File: src/rtl/fifo_wr_ctrl.sv
// Write-side pointer and flag controller for an asynchronous FIFO (write clock domain).
// Define FIFO_WR_OVF_DETECT_EN to build the sticky overflow register behind W_OVF.
module fifo_wr_ctrl #(
    parameter int ADDR_WIDTH   = 3,
    parameter int AFULL_MARGIN = 2
) (
    input  logic                  CLK,
    input  logic                  RST,
    input  logic                  W_INC,
    input  logic [ADDR_WIDTH:0]   RD_PTR_SYNC,
    output logic [ADDR_WIDTH-1:0] W_ADDR,
    output logic                  W_CLK_EN,
    output logic [ADDR_WIDTH:0]   WR_PTR_GRAY,
    output logic                  W_FULL,
    output logic                  W_AFULL,
    output logic [ADDR_WIDTH:0]   W_LEVEL,
    output logic                  W_OVF
);

    localparam int         A      = ADDR_WIDTH;
    localparam logic [A:0] DEPTH  = {1'b1, {A{1'b0}}};
    localparam logic [A:0] MARGIN = (A+1)'(AFULL_MARGIN);

    logic [A:0] wbin;
    logic [A:0] wbin_next;
    logic [A:0] wgray_next;
    logic [A:0] rbin;
    logic [A:0] level_next;
    logic [A:0] free_next;
    logic       full_next;
    logic       afull_next;

    assign W_CLK_EN = W_INC & ~W_FULL;
    assign W_ADDR   = wbin[A-1:0];

    // Flags are computed from the next-state pointer so they land on the same edge as the write.
    always_comb begin
        wbin_next  = wbin + (A+1)'(W_CLK_EN);
        wgray_next = wbin_next ^ (wbin_next >> 1);
        for (int i = 0; i <= A; i++) begin
            rbin[i] = ^(RD_PTR_SYNC >> i);
        end
        level_next = wbin_next - rbin;
        free_next  = DEPTH - level_next;
        full_next  = (wgray_next == {~RD_PTR_SYNC[A:A-1], RD_PTR_SYNC[A-2:0]});
        afull_next = (free_next <= MARGIN);
    end

    // NOTE: sequential state uses non-blocking assignments so every register samples pre-edge values.
    always_ff @(posedge CLK or negedge RST) begin
        if (!RST) begin
            wbin        <= '0;
            WR_PTR_GRAY <= '0;
            W_FULL      <= 1'b0;
            W_AFULL     <= 1'b0;
            W_LEVEL     <= '0;
        end else begin
            wbin        <= wbin_next;
            WR_PTR_GRAY <= wgray_next;
            W_FULL      <= full_next;
            W_AFULL     <= afull_next;
            W_LEVEL     <= level_next;
        end
    end

`ifdef FIFO_WR_OVF_DETECT_EN
    logic ovf;

    always_ff @(posedge CLK or negedge RST) begin
        if (!RST) begin
            ovf <= 1'b0;
        end else if (W_INC & W_FULL) begin
            ovf <= 1'b1;
        end
    end

    assign W_OVF = ovf;
`else
    assign W_OVF = 1'b0;
`endif

endmodule

File: config.mk
export PLATFORM = sky130hd
export DESIGN_NAME = fifo_wr_ctrl
export DESIGN_NICKNAME = d
export VERILOG_FILES = /design/src/rtl/fifo_wr_ctrl.sv
export SDC_FILE = /design/constraint.sdc
export NUM_CORES = 1
export LEC_CHECK = 0
export CAP_MARGIN = 20
export CORE_MARGIN = 2
export CORE_UTILIZATION = 49
export DETAILED_ROUTE_END_ITERATION = 16
export GPL_ROUTABILITY_DRIVEN = 0
export PLACE_DENSITY_LB_ADDON = 0.3
export SYNTH_ARGS = -nofsm -noshare
export SYNTH_HDL_FRONTEND = slang
export SYNTH_SLANG_ARGS = --single-unit
File: constraint.sdc
create_clock -name CLK -period 4 [get_ports CLK]
set_clock_uncertainty 0.15 [all_clocks]
set_input_delay 1 -clock CLK [delete_from_list [all_inputs] [get_ports CLK]]
set_output_delay 1 -clock CLK [all_outputs]
set_load 0.05 [all_outputs]
* Word-level counts from Yosys, hierarchy flattened
Index checks and enable logic that the tools add are counted.
** Operators by class
- $add $sub $neg :: 3
- Magnitude comparators :: 1
- Equality and inequality tests :: 1
- Bitwise gates (word level) :: 4
- Reductions and logical operators :: 4
** Operators with widths (count)
- $reduce_xor 4->1 :: 4
- $add 4x1->4 :: 1
- $eq 4x4->1 :: 1
- $le 4x2->1 const B :: 1
- $sub 4x4->4 :: 1
- $sub 4x4->4 const A :: 1
- $xor 4x3->4 :: 1
- $not 2->2 :: 1
- $and 1x1->1 :: 1
- $not 1->1 :: 1
** Storage, ports and cells
- Flip-flop bits (word level) :: 14
- Input port bits :: 7
- Word-level logic and storage cells :: 18

* Logic depth before layout (Yosys ltp)
Gate-level depths: netlist of run 1.
- Word-level depth :: 6
- Gate-level depth with buffers :: 10

* Worst setup path before layout of run 1
OpenSTA, ideal clock, no wires.
- Path kind :: in2reg
- Start :: in W_INC
- End :: reg W_AFULL
- Data arrival time :: 3.329 ns
- Data required time :: 3.770 ns
- Setup slack :: 0.441 ns
- Stages on the path :: 10
- Cells stage by stage :: nor2b_1 > xnor2_1 > ha_1 > inv_1 > ha_1 > inv_1 > ha_1 > and3_1 > xnor3_1 > nor3_2
** On the way
- Word-level cells in the longest chain between the ends :: 5
** RTL lines
- from (decl) :: RTL line 9 : input logic W_INC,
- $and 1x1->1 :: RTL line 33 : assign W_CLK_EN = W_INC & ~W_FULL;
- $add 4x1->4 :: RTL line 38 : wbin_next = wbin + (A+1)'(W_CLK_EN);
- $sub 4x4->4 :: RTL line 43 : level_next = wbin_next - rbin;
- via level_next[1] :: RTL line 28 : logic [A:0] level_next;
- $sub 4x4->4 :: RTL line 44 : free_next = DEPTH - level_next;
- $le 4x2->1 :: RTL line 46 : afull_next = (free_next <= MARGIN);
- via afull_next :: RTL line 31 : logic afull_next;
- to (signal assigned) :: RTL line 61 : W_AFULL <= afull_next;
- to (decl) :: RTL line 15 : output logic W_AFULL,
The timed path passes the listed nets, and every way through them passes these cells.

* Worst setup path after layout of run 1
- Start :: in RD_PTR_SYNC[2]
- End :: reg W_AFULL
** On the way
- Word-level cells in the longest chain between the ends :: 4
- Elaborated cells between the ends (all ways) :: 6
** RTL lines
- from (decl) :: RTL line 10 : input logic [ADDR_WIDTH:0] RD_PTR_SYNC,
- $reduce_xor 4->1 :: RTL line 41 : rbin[i] = ^(RD_PTR_SYNC >> i);
- $sub 4x4->4 (*) :: RTL line 43
- via level_next[1] :: RTL line 28
- $sub 4x4->4 (*) :: RTL line 44
- $le 4x2->1 (*) :: RTL line 46
- via afull_next :: RTL line 31
The timed path passes the listed nets; every way through them passes the cells marked *.

==> summary.txt, run 1 <==
Antenna violations before repair: 0
CP delay by family, top: XOR/XNOR gates
Setup tns final: 0 ns
Non-filler cells, final: 97
Synth Register Bits: 13
RR Endpoint: W_AFULL
Worst min-delay path startpoint: WR_PTR_GRAY[3]
Clk slew on worst S/H paths: 0.07 ns
Avg WL per Cell: 12.5 um
WHS: 0.386 ns
CTS max path bufs: 2
CTS HTree Levels: 1
Largest net degree at the start of global routing: 14
DRC violations left: 0
Worst Setup SP: RD_PTR_SYNC[2]
Synth warnings: 0
Clk root buf: clkbuf_4
Post-synthesis cell area: 751 um2
Hold-fix buffers at CTS: 0
Clock Sink Count: 13
Buf/Inv on CP: 3
Most used cell, CP: ha_1
Row count: 14
Setup bufs post-CTS: 0
Hold Vio Cnt, Final: 0
Worst Tran Pin Value: 0.578 ns
Hold path endpoint: WR_PTR_GRAY[3]
Minimum clock period after layout: 3.43 ns
Die Span Y: 43.1 um
RSZ-0062 raised after global routing: false
HPWL after DPL: 962 um
R2R setup slack: 1.46 ns
Critical path, cell by cell: clkdlybuf4s50_1, xnor3_2, xnor2_1, ha_1, inv_1, ha_1, inv_1, ha_1, and3_1, xnor3_1, nor3_2
Max FO, Critical Path: 4
Num CTS Buffers: 3
Crit-path max cell delay: 0.55 ns
Share of cells above drive strength 1: 13.6%
Startpoint types: input port
Final WL: 1.21 mm
Final setup fails: 0
Crit path required time: 4.05 ns
Slew Viols, Final: 0
Max_slew headroom: 61.4%
Avg Inst Size Synth: 12.9 um2
Final nets: 95
Vias in the first global route: 464
Placed insts: 93
Buffers on Ports: 20
Syn nets: 71
R2R cell count: 9
Synth cell types: 21
DR iter-0 viols: 2
Vias: 473
Reg2reg start: wbin[0]
Gr usage total: 16.2%
First-pass GRT wire length: 2.14 mm
Worst Hold Class: reg2reg
DRT Pass-1 Iters: 2
Status: finished, final reports clean
TritonCTS clock tree: built
Worst Setup Path Type: in2reg
Setup crit end kind: flip-flop
Final worst path period share: 85.8%
Fmax: 0.291 GHz
Area of the core: 1470 um2
Clk_lat worst skew: 0.27 ns
MaxCap Viol Count: 0
Seq/Total Area, Yosys: 43.3%
Die X: 43.1 um
# IOs: 22
Avg Vias per Cell: 4.88
Total gr overflow: 0
DIE AREA: 1860 um2
ANT cells: 0
Final ANT Viol Nets: 0
WP data arrival: 3.48 ns
Slowest-stage cell, CP: clkdlybuf4s50_1
Synthesized instance count: 58
Hold depth: 1
Starting Density: 51.0%
Synth-to-Final Area Change: 32.5%
Cts repair resizes: 0
## cells in the mapped netlist
master	instances	area, um2
and3b_1	1	8.76
xnor3_4	1	26.3
buf_4	1	7.51
a211oi_1	1	7.51
or3_1	1	6.26
dfrtp_1	13	325
clkbuf_1	2	7.51
ha_1	6	75.1
conb_1	1	3.75
nor2b_1	2	12.5
a21oi_4	1	16.3
maj3_2	1	11.3
xor2_1	2	17.5
xnor3_1	2	45.0
nand3_1	1	5.00
and3_1	2	12.5
inv_1	5	18.8
a21oi_1	1	5.00
xnor3_2	1	23.8
xnor2_1	12	105
nor3_2	1	10.0
## flip-flops by register name, indices dropped and copies added, names as in the netlist
name,count
WR_PTR_GRAY,4
W_LEVEL,4
W_FULL,1
W_AFULL,1
wbin,3
## placed cells by master (no fill, tap or decap), types with 2 or more instances in the layout
cell type        instances
clkbuf_4                 3
ha_1                     6
and3_1                   2
inv_1                    5
xnor3_1                  2
dfrtp_1                 13
buf_4                    3
clkdlybuf4s50_1         19
nor2b_1                  2
xnor2_1                 12
xor2_1                   2
## worst max-delay path by stage
stage	endpoint	slack (ns)	cells past startpoint
3_5_place_dp	W_AFULL	0.27	11
6_report	W_AFULL	0.57	11
4_1_cts	W_AFULL	0.54	11
3_3_place_gp	W_AFULL	0.34	11
2_1_floorplan	W_AFULL	0.44	10
5_1_grt	W_AFULL	0.43	11
## per-stage QoR
| stage | util (%) | setup slack, ns | cell area [um2] |
|---|---|---|---|
| floorplan | - | 0.441 | 751 |
| global placement | 65.8 | 0.343 | 968 |
| detailed placement | 65.8 | 0.268 | 968 |
| CTS | 67.6 | 0.542 | 995 |
| global route | 67.6 | 0.428 | 995 |
| finish | 67.6 | 0.567 | 995 |
## kinds of logic (layout without fill, tap and decap cells)
kind of cell,Yosys count,count (layout),share of synthesized area (%)
other cells,1,1,0.500
flops,13,13,43.3
compound gates,3,3,3.83
fa+ha+maj,7,7,11.5
buf+inv,8,31,4.50
xor+xnor,18,18,29.0
simple gates,8,8,7.33
## layout make-up
type / count / area (um2)
Sequential cell: 13 / 325
Clock buffer: 4 / 26.3
Tap cell: 16 / 20.0
Multi-Input combinational cell: 37 / 392
Timing Repair Buffer: 22 / 213
Inverter: 5 / 18.8
Fill cell: 121 / 477
## metal layers
metal | global-route usage (%) | part of all wire, % | wire length [um] | vias to the layer above
li1 | - | - | - | 233
met1 | 21.4 | 42 | 515 | 223
met2 | 23.9 | 50 | 606 | 13
met3 | 2.98 | 5.2 | 63 | 4
met4 | 10.9 | 2.2 | 27 | 0
met5 | 0 | 0 | 0 | -
Power of run 1 is not shown: default switching activity piles up to over one toggle a cycle in this logic, so the estimate is an artifact.
==> run 2, diff against run 1 <==
- CORE_MARGIN: 2 -> not set
==> run 2 against run 1 <==
Via count increased by 4.9%; worst hold slack got worse by 0.015 ns; sequential share of layout area about the same; first-iteration DRC count increased to 2.5 times the previous value; largest cell class unchanged; cell area decreased by 0.13%; flip-flop and latch count unchanged; setup slack got worse by 0.054 ns; core utilization increased by 5.1 points; final cell count decreased by 1.0%; die area decreased by 9.1%.
==> summary.txt, run 2 (synthesis gave the netlist of run 1 again) <==
Status: finished, final reports clean
Vias in the first global route: 449
Area of the core: 1370 um2
Fmax: 0.287 GHz
Wl on met1: 553 um
Worst Hold Class: reg2reg
Worst Tran Pin Value: 0.593 ns
Clk root buf: clkbuf_4
Commonest non-fill, non-tap cell in the layout: clkdlybuf4s50_1
Final setup fails: 0
DRT Pass-1 Iters: 4
Clock Sink Count: 13
CTS max path bufs: 2
Die X: 41.1 um
Most used cell, CP: ha_1
TritonCTS clock tree: built
CP delay by family, top: XOR/XNOR gates
Setup tns final: 0 ns
Final ANT Viol Nets: 0
Buf/Inv on CP: 3
RSZ-0062 raised after global routing: false
Hold-fix buffers at CTS: 0
Die Span Y: 41.1 um
Final nets: 95
Clk_lat worst skew: 0.27 ns
Avg WL per Cell: 14.2 um
HPWL after DPL: 1.04 mm
CTS HTree Levels: 1
Hold Vio Cnt, Final: 0
Critical path, cell by cell: clkdlybuf4s50_1, xnor3_2, xnor2_1, ha_1, inv_1, ha_1, inv_1, ha_1, and3_1, xnor3_1, nor3_2
Cts repair resizes: 0
Row count: 13
Num CTS Buffers: 3
FILL cells: 106
Vias: 496
Slew Viols, Final: 0
WP data arrival: 3.54 ns
Met3 WL: 76 um
Crit path required time: 4.05 ns
DIE AREA: 1690 um2
Most frequent cells in the layout: 19 x clkdlybuf4s50_1, 13 x dfrtp_1, 12 x xnor2_1
Wire length on met2: 708 um
Startpoint types: input port
# IOs: 22
Biggest regs: WR_PTR_GRAY x4, W_LEVEL x4, wbin x3
Clk slew on worst S/H paths: 0.08 ns
Max_slew headroom: 60.3%
MaxCap Viol Count: 0
Slowest-stage cell, CP: clkdlybuf4s50_1
First-pass GRT wire length: 1.99 mm
DR iter-0 viols: 5
Share of cells above drive strength 1: 13.6%
Gr usage total: 19.7%
WHS: 0.371 ns
Avg Vias per Cell: 5.17
Final WL: 1.36 mm
Antenna violations before repair: 0
Top layer in use: met4
Setup crit end kind: flip-flop
Starting Density: 54.9%
DRC violations left: 0
Buffers on Ports: 20
Final worst path period share: 87.2%
Largest net degree at the start of global routing: 14
Total gr overflow: 0
Crit-path max cell delay: 0.54 ns
Max FO, Critical Path: 4
ANT cells: 0
Minimum clock period after layout: 3.49 ns
Synth-to-Final Area Change: 32.3%
Worst Setup Path Type: in2reg
Setup bufs post-CTS: 0
-- run 2: cell counts in the layout (fill, tap and decap cells not counted) --
Identical to the previous run, type by type.
-- run 2: worst paths after layout --
| check | from | to | slack [ns] | cells past startpoint |
|---|---|---|---|---|
| min in group asynchronous | RST | wbin[1] | 0.95 | 1 |
| hold / removal | WR_PTR_GRAY[3] | WR_PTR_GRAY[3] | 0.37 | 1 |
| setup / recovery | RD_PTR_SYNC[2] | W_AFULL | 0.51 | 11 |
| setup reg to reg | wbin[0] | W_AFULL | 1.46 | 9 |
| hold reg to reg | WR_PTR_GRAY[3] | WR_PTR_GRAY[3] | 0.37 | 1 |
| max in group asynchronous | RST | WR_PTR_GRAY[0] | 2.37 | 1 |
-- run 2: stage by stage --
stage / cells / instance area [um2] / setup slack (ns) / utilization (%)
floorplan: 58 / 751 / 0.441 / -
global placement: 92 / 967 / 0.328 / 70.8
detailed placement: 92 / 967 / 0.243 / 70.8
CTS: 96 / 993 / 0.517 / 72.7
global route: 96 / 993 / 0.419 / 72.7
finish: 96 / 993 / 0.512 / 72.7
-- run 2: final cells by class --
cell class                      count  area, um2  share of cell area, %
Tap cell                           15       18.8                   1.89
Clock buffer                        4       26.3                   2.64
Multi-Input combinational cell     37        392                   39.4
Timing Repair Buffer               22        213                   21.4
Sequential cell                    13        325                   32.7
Inverter                            5       18.8                   1.89
-- run 2: metal layers --
layer,vias to the layer above,GRT usage [%]
met3,4,6.52
met5,-,0
met1,244,22.4
met2,15,32.8
met4,0,9.68
li1,233,-
-- run 2: worst reg2reg max path, delay by kind of cell (launching register included) --
| family | cells | cell delay [ns] |
|---|---|---|
| xor+xnor | 2 | 0.44 |
| fa+ha+maj | 3 | 0.92 |
| buf+inv | 1 | 0.08 |
| flops | 1 | 0.41 |
| simple gates | 3 | 0.47 |
Power of run 2 is left out for the same reason.
==> run 3, diff against run 2 <==
- CORE_UTILIZATION: 49 -> 45
- clock period: 4 -> 3.45 ns (I/O delays scaled with it)
==> run 3 against run 2 <==
Routed wire length is 7.3% lower; critical path depth stayed put; non-clock buffer count is 7 higher; via count is 2.4% higher; count of clock-buffer cells in the layout stayed put; sequential share of layout area is 2.0 points lower; critical path type unchanged; largest cell class unchanged; highest routed layer unchanged.
==> summary.txt, run 3 (synthesis gave the netlist of run 1 again) <==
Total gr overflow: 0
Die Span Y: 42.8 um
Crit-path max cell delay: 0.48 ns
Setup tns final: 0 ns
Final worst path period share: 90.1%
Synth-to-Final Area Change: 41.2%
CTS HTree Levels: 1
DRT Pass-1 Iters: 3
Max_slew headroom: 60.1%
Setup bufs post-CTS: 0
Worst setup margin: 0.342 ns
Final WL: 1.26 mm
Crit path required time: 3.50 ns
First-pass GRT wire length: 2.15 mm
HPWL after DPL: 1.03 mm
Vias: 508
Max FO, Critical Path: 2
Final setup fails: 0
Clk root buf: clkbuf_4
WP data arrival: 3.16 ns
Most frequent cells in the layout: 19 x clkdlybuf4s50_1, 13 x dfrtp_1, 12 x xnor2_1
Post-route cell area: 1060 um2
CTS max path bufs: 2
Row count: 14
Worst Hold Class: reg2reg
Minimum clock period after layout: 3.11 ns
Placed insts: 100
TritonCTS clock tree: built
Setup WS pre-CTS: 0.0457 ns
DRC violations left: 0
RSZ-0062 raised after global routing: false
Startpoint types: input port
Clk_lat worst skew: 0.27 ns
DIE AREA: 1840 um2
Avg WL per Cell: 12.1 um
Avg Vias per Cell: 4.88
Cts repair resizes: 0
Fmax: 0.322 GHz
Area of the core: 1520 um2
Vias in the first global route: 496
MaxCap Viol Count: 0
R2R setup slack: 1.12 ns
DR iter-0 viols: 5
Buffers on Ports: 20
Slowest-stage cell, CP: clkdlybuf4s50_1
Slew Viols, Final: 0
Largest net degree at the start of global routing: 14
Antenna violations before repair: 0
Commonest non-fill, non-tap cell in the layout: clkdlybuf4s50_1
Biggest regs: WR_PTR_GRAY x4, W_LEVEL x4, wbin x3
Critical path, cell by cell: clkdlybuf4s50_1, xnor3_2, xnor2_1, ha_1, inv_1, ha_1, inv_1, ha_1, and3_1, xnor3_1, nor3_2
Die X: 42.8 um
Non-filler cells, final: 104
Placed Instance Area: 1030 um2
Final ANT Viol Nets: 0
Worst Setup Path Type: in2reg
CP delay by family, top: XOR/XNOR gates
Gr usage total: 16.5%
FILL cells: 114
# IOs: 22
Clock Sink Count: 13
Clk slew on worst S/H paths: 0.08 ns
Final nets: 102
Buf/Inv on CP: 3
Num CTS Buffers: 3
Hold Vio Cnt, Final: 0
Share of cells above drive strength 1: 20.5%
Hold-fix buffers at CTS: 0
Worst Tran Pin Value: 0.596 ns
Setup crit end kind: flip-flop
Most used cell, CP: ha_1
Status: finished, final reports clean
Starting Density: 49.3%
ANT cells: 0
run 3: cell types whose count changed in the layout (fill, tap and decap cells not counted), sizes merged:
cell | previous run | this run
buf | 3 | 10
run 3: layout make-up:
type	instances	area, um2	share of cell area (%)
repair buffers	29	278	26.2
well taps	16	20.0	1.89
inverters	5	18.8	1.77
clock buffers	4	26.3	2.48
flip-flops and latches	13	325	30.7
multi-input cells	37	392	37.0
run 3: path summary, 6_finish.rpt:
path | depth (start not counted) | endpoint | from
max reg2reg | 9 | W_AFULL | wbin[0]
min reg2reg | 1 | WR_PTR_GRAY[3] | WR_PTR_GRAY[3]
max in group asynchronous | 1 | W_FULL | RST
max | 11 | W_AFULL | RD_PTR_SYNC[2]
min | 1 | WR_PTR_GRAY[3] | WR_PTR_GRAY[3]
min in group asynchronous | 1 | W_LEVEL[1] | RST
run 3: metrics by stage:
step / hold slack, ns / util, %
floorplan: 0.417 / -
global placement: 0.351 / 67.8
finish: 0.373 / 69.5
global route: 0.415 / 69.5
CTS: 0.377 / 69.5
detailed placement: 0.362 / 67.8
run 3: routing by layer:
layer | up-vias | routed length [um] | part of all wire (%) | GRT usage (%)
li1 | 251 | - | - | -
met1 | 242 | 534 | 42 | 19.9
met2 | 13 | 661 | 52 | 27.6
met3 | 2 | 48 | 3.8 | 3.83
met4 | 0 | 15 | 1.2 | 7.50
met5 | - | 0 | 0 | 0
Power of run 3 is left out for the same reason.
